--- src/rtl/fdiv.sv ---
// MIX FPU floating-point divide (command 4): bit-serial restoring divide of
// two 31-bit MIX words, then normalization and round-to-nearest-even.
module fdiv (
  input  logic        clk,
  input  logic        reset,
  input  logic        start,
  input  logic [30:0] in1,
  input  logic [30:0] in2,
  output logic [30:0] out,
  output logic        stop,
  output logic        busy,
  output logic        overflow
);

  localparam int unsigned WW  = 31;  // packed word width
  localparam int unsigned FW  = 24;  // fraction width
  localparam int unsigned XW  = 6;   // exponent field width
  localparam int unsigned EW  = 8;   // working exponent width (two's complement)
  localparam int unsigned QW  = 36;  // quotient width
  localparam int unsigned RW  = 26;  // partial remainder width
  localparam int unsigned CW  = 6;   // iteration counter width
  localparam int unsigned LW  = QW - XW;  // zero bits appended below the dividend

  localparam logic [EW-1:0] EXP_ADJ  = EW'(33);
  localparam logic [FW-1:0] ONE_FRAC = FW'(24'h040000);
  localparam logic [CW-1:0] LAST_IT  = CW'(QW - 1);

  typedef enum logic [1:0] {
    IDLE,
    LOAD,
    DIV,
    DONE
  } state_t;

  state_t        state;
  logic          sgn;
  logic [XW-1:0] eu;
  logic [FW-1:0] fu;
  logic [FW-1:0] fv;
  logic [EW-1:0] e;
  logic [QW-1:0] q;
  logic [QW-1:0] dvd;
  logic [RW-1:0] rem;
  logic [CW-1:0] cnt;

  // One restoring-division step: bring down the next dividend bit and subtract.
  logic [RW-1:0] r_sh;
  logic [RW-1:0] rem_nx;
  logic          q_bit;
  logic [QW-1:0] q_nx;

  always_comb begin
    r_sh   = {rem[RW-2:0], dvd[QW-1]};
    q_bit  = (r_sh >= RW'(fv));
    rem_nx = q_bit ? (r_sh - RW'(fv)) : r_sh;
    q_nx   = {q[QW-2:0], q_bit};
  end

  // Normalize, round and pack the final quotient of the last step.
  logic [FW-1:0] m;
  logic          g_msb;
  logic          g_rest;
  logic          inc;
  logic [FW:0]   m_sum;
  logic [FW-1:0] m_fin;
  logic [EW-1:0] e_n;
  logic [EW-1:0] e_fin;
  logic          e_bad;
  logic [WW-1:0] res_out;
  logic          res_ovf;

  always_comb begin
    m       = '0;
    g_msb   = 1'b0;
    g_rest  = 1'b0;
    e_n     = e;
    inc     = 1'b0;
    m_sum   = '0;
    m_fin   = '0;
    e_fin   = e;
    e_bad   = 1'b0;
    res_out = '0;
    res_ovf = 1'b0;

    if (q_nx[QW-1:QW-XW] != '0) begin
      m      = q_nx[QW-1:QW-FW];
      g_msb  = q_nx[QW-FW-1];
      g_rest = (q_nx[QW-FW-2:0] != '0);
    end else begin
      m      = q_nx[QW-XW-1:XW];
      g_msb  = q_nx[XW-1];
      g_rest = (q_nx[XW-2:0] != '0);
      e_n    = e - EW'(1);
    end

    inc   = g_msb & (g_rest | (rem_nx != '0) | m[0]);
    m_sum = {1'b0, m} + (FW+1)'(inc);

    if (m_sum[FW]) begin
      m_fin = ONE_FRAC;
      e_fin = e_n + EW'(1);
    end else begin
      m_fin = m_sum[FW-1:0];
      e_fin = e_n;
    end

    // Out of 0..63 shows up as a set bit above the 6-bit field.
    e_bad = e_fin[EW-1] | e_fin[EW-2];

    if (fv == '0) begin
      res_out = '0;
      res_ovf = 1'b1;
    end else if (fu == '0) begin
      res_out = {sgn, (WW-1)'(0)};
      res_ovf = 1'b0;
    end else begin
      res_out = {sgn, e_fin[XW-1:0], m_fin};
      res_ovf = e_bad;
    end
  end

  // Control FSM with registered handshake outputs.
  always_ff @(posedge clk) begin
    if (reset) begin
      state    <= IDLE;
      sgn      <= 1'b0;
      eu       <= '0;
      fu       <= '0;
      fv       <= '0;
      e        <= '0;
      q        <= '0;
      dvd      <= '0;
      rem      <= '0;
      cnt      <= '0;
      out      <= '0;
      stop     <= 1'b0;
      busy     <= 1'b0;
      overflow <= 1'b0;
    end else begin
      case (state)
        IDLE: begin
          if (start) begin
            sgn   <= in1[WW-1];
            eu    <= in1[WW-2:FW];
            fu    <= in1[FW-1:0];
            busy  <= 1'b1;
            state <= LOAD;
          end
        end

        LOAD: begin
          sgn   <= sgn ^ in2[WW-1];
          e     <= EW'(eu) - EW'(in2[WW-2:FW]) + EXP_ADJ;
          fv    <= in2[FW-1:0];
          rem   <= RW'(fu[FW-1:XW]);
          dvd   <= {fu[XW-1:0], LW'(0)};
          q     <= '0;
          cnt   <= '0;
          state <= DIV;
        end

        DIV: begin
          rem <= rem_nx;
          q   <= q_nx;
          dvd <= {dvd[QW-2:0], 1'b0};
          cnt <= cnt + CW'(1);
          if (cnt == LAST_IT) begin
            out      <= res_out;
            overflow <= res_ovf;
            stop     <= 1'b1;
            state    <= DONE;
          end
        end

        DONE: begin
          out      <= '0;
          overflow <= 1'b0;
          stop     <= 1'b0;
          busy     <= 1'b0;
          state    <= IDLE;
          // The done cycle already counts as idle for a new request.
          if (start) begin
            sgn   <= in1[WW-1];
            eu    <= in1[WW-2:FW];
            fu    <= in1[FW-1:0];
            busy  <= 1'b1;
            state <= LOAD;
          end
        end

        default: state <= IDLE;
      endcase
    end
  end

endmodule

--- config.mk ---
export PLATFORM = sky130hd
export DESIGN_NAME = fdiv
export DESIGN_NICKNAME = d
export VERILOG_FILES = /design/src/rtl/fdiv.sv
export SDC_FILE = /design/constraint.sdc
export NUM_CORES = 1
export LEC_CHECK = 0
export ABC_CLOCK_PERIOD_IN_PS = 4600
export CORE_ASPECT_RATIO = 0.9
export CORE_MARGIN = 2
export CORE_UTILIZATION = 60
export CTS_BUF_LIST = sky130_fd_sc_hd__clkbuf_4
export CTS_CLUSTER_SIZE = 20
export DETAILED_ROUTE_END_ITERATION = 16
export PLACE_DENSITY_LB_ADDON = 0.2
export SKIP_LAST_GASP = 1
export SYNTH_ARGS = -nofsm -noshare
export SYNTH_HDL_FRONTEND = slang
export SYNTH_SLANG_ARGS = --single-unit
--- constraint.sdc ---
create_clock -name clk -period 4.6 [get_ports clk]
set_input_delay 0.92 -clock clk [delete_from_list [all_inputs] [get_ports clk]]
set_output_delay 0.92 -clock clk [all_outputs]
set_load 0.02 [all_outputs]
==> results.md <==
* Status: complete, no violations
* Worst-path fanout max at 24
* Cell area power density at around 600 nW/um^2
* Clock-pin slew on the worst setup and hold paths at roughly 0.14 ns
* Final setup violating endpoints at 0
* Final hold violations at 0
* DRC errors left at 0
* RSZ-0062 raised after global routing: false
* Hold path start: out[13]
* Worst Setup End Kind: register
* Max clock buf depth at 2
* Core ar. at 16100 um^2
* Worst Clk Skew at between 0.02 and 0.025 ns
* Final slew viol count at 0
* Max transition margin at 28.1%
* First-pass GRT wire length at 40900 um
* Pin count of the biggest net entering global routing at 78
* Setup crit start kind: register
* Routing usage on met1 at between 40% and 50%
* Slowest-stage cell, CP: or4_4
* Worst setup startpoint: q[29]
* # H-tree levels at 4
* Number of gates resized after CTS at 0
* CTS tree: done
* Fin Hold WS at 0.461 ns
* Top-level I/O count at 99
* Hpwl dp at 17500 um
* PortBufs at between 90 and 100
* Grt total ovfl at 0
* DR vias at 9220
* Antenna violations before repair at 1
* Post-synth top flop: dfxtp_1
* CP arrival at 4.46 ns
* Cells after synthesis at 1246
* Syn Nets at 1352
* Routed WL at between 20000 and 25000 um
* Critical path's largest stage delay at 0.62 ns
* Routed len/inst at between 15 and 20 um
* Grt met2 use at 41.6%
* Avg Cell Area, Syn at 7.90 um^2
* CP Cell Sequence: or4_4 > nor2_1 > buf_4 > nand2_1 > nand2_1 > ha_1 > nand3_1 > nor2_1 > o221ai_2 > nor4_4 > xnor2_1 > mux2_1 > a311o_1 > a32o_1
* Flops & latches, synth at ~170
* Register area share after synthesis at 34.8%
* R2r startpoint: q[29]
* Total CTS buffers at 17
* Crit Path Category: reg -> reg
* Busiest layer in global routing: met1
* Clk root buf: clkbuf_4
* DRT iter0 DRCs at 803
* Synth warnings at 0
* Post-route insts no fill at 1512
* Slew @ Worst Pin at 1.08 ns
* Crit path required time at a little over 5 ns
* Die W at 139 um
* HP Class: reg -> reg
* Post-CTS Setup Bufs at 0
* Crit path time final at 3.97 ns
* Static leakage power at 4.02 nW
* Via/cell ratio at 6.10
* Die area at 17400 um^2
* Fraction of registers with async set or reset after synthesis at 0%
* Clock Latency Late Sink at 0.60 ns
* Rows at 44
* Synthesized area at 9840 um^2
* NumNets Final at 1397
* Number of enable flip-flop cells after synthesis at 0
* Share of cells above drive strength 1 at 5.37%
* Post-cts hold buffer count at 0
* GR Util met3 at 5.21%
* Post-synth cell types at roughly 70
* Final GP Congestion at 0.971
* GRT Total Usage at 28.2%
* Area delta synth->final at 13.1%
* Period utilization at 86.4%
* Starting density of the core at 61.2%
* Maximum VDD drop at 0.000424 V
* Vias in the first global route at ~8300
* Routed Antenna Nets at 0
* Placed insts at 1479
* Clock Sinks at about 170
* Drt pass-1 iters at 5
* Layout filler cell count at 1417
* Maximum clock rate at between 200 and 300 MHz
* Die height at roughly 130 um
* Max cap viols at 0
* Final TNS setup at 0 ns
[worst max-delay path: cells and delay by family, from the launching register on]
family	cells	cell delay, ns
flops	1	0.41
mux	1	0.34
buf+inv	1	0.29
xor+xnor	1	0.17
compound gates	3	0.75
simple gates	7	1.70
fa+ha+maj	1	0.21
[Yosys cell counts, types with 10 or more instances]
master | instances | area share, %
a211oi_1 | 26 | 2.0
nand3_1 | 59 | 3.0
nand4_1 | 14 | 0.89
a21o_1 | 14 | 1.1
xor2_1 | 35 | 3.1
clkbuf_1 | 73 | 2.8
o21ai_0 | 42 | 2.1
nor4_1 | 26 | 1.7
nand2_1 | 165 | 6.3
a22oi_1 | 16 | 1.2
a21oi_1 | 114 | 5.8
inv_1 | 49 | 1.9
a31o_2 | 10 | 0.89
dfxtp_1 | 171 | 35
xnor2_1 | 31 | 2.8
ha_1 | 39 | 5.0
nor3_1 | 17 | 0.86
mux2i_1 | 58 | 5.9
nor2_1 | 124 | 4.7
[final cells by class]
cell class                 count  area, um^2  share of cell area, %
tap                          207         259                   2.33
timing repair buffer         111        1080                   9.66
inverter                      49         184                   1.65
sequential                   171        3420                   30.7
antenna                        1        2.50                 0.0225
multi-input combinational    941        5920                   53.1
clock buffer                  20         150                   1.35
clock inverter                12         124                   1.11
[per-stage QoR]
step	utilization [%]	area (um^2)	setup WS [ns]	total power, W
after floorplan	-	9840	0.398	0.00489
after global placement	67.6	10900	0.745	0.00567
after detailed placement	67.6	10900	0.701	0.00575
after CTS	69.3	11100	0.657	0.00661
after global routing	69.3	11100	0.397	0.00717
final	69.3	11100	0.626	0.00666
[sequential cells by signal (all words and copies together) (netlist names)]
register and cells:
rem 25, e 8, sgn 1, cnt 6, overflow 1, fu 24
eu 6, q 35, fv 24, out 31, dvd 6, busy 1
state 2, stop 1
[placed cells by master, fill, tap and decap left out, types with 6 or more instances in the layout]
cell               n
a211oi_1          26
a21o_1            14
a21oi_1          113
a22o_1             9
a22oi_1           16
a31o_2            10
a31oi_1            8
buf_4             14
clkbuf_4          20
clkdlybuf4s50_1   97
dfxtp_1          171
ha_1              36
inv_1             49
mux2i_1           58
nand2_1          165
nand3_1           59
nand3b_1           8
nand4_1           14
nor2_1           124
nor2b_1            8
nor3_1            17
nor4_1            26
o211ai_1           6
o21a_1             7
o21ai_0           42
or3_1              9
xnor2_1           31
xor2_1            35
[power breakdown]
group	internal [W]	leakage [nW]	switching, W	total (W)
sequential	0.00171	1.39	0.000222	0.00193
clock	0.000336	0.138	0.000537	0.000873
combinational	0.00154	2.49	0.00231	0.00385
total	0.00358	4.02	0.00307	0.00666
[final timing paths]
| kind | to | slack (ns) | cells past startpoint |
|---|---|---|---|
| min | out[13] | 0.46 | 2 |
| min reg2reg | out[13] | 0.46 | 2 |
| max | overflow | 0.63 | 14 |
| max reg2reg | overflow | 0.63 | 14 |
[routing by layer]
metal | wire (um) | up-vias | share of wire, %
li1 | - | 4520 | -
met1 | 11800 | 4339 | 48
met2 | 10800 | 323 | 44
met3 | 1640 | 38 | 6.6
met4 | 514 | 0 | 2.1
met5 | 0 | - | 0
[cell families (layout without fill, tap and decap cells)]
kind of cell	Yosys count	count (layout)	synth area share [%]
xor gates and xnor gates	66	66	5.87
DFF	171	171	34.8
other	0	1	0
AOI/OAI and AO/OA	302	302	19.8
buffers and inverters	134	192	5.24
muxes	60	60	6.13
and+or+nand+nor	472	472	22.8
adders and majority gates	41	41	5.36
Power figures use the tool's default switching activity.
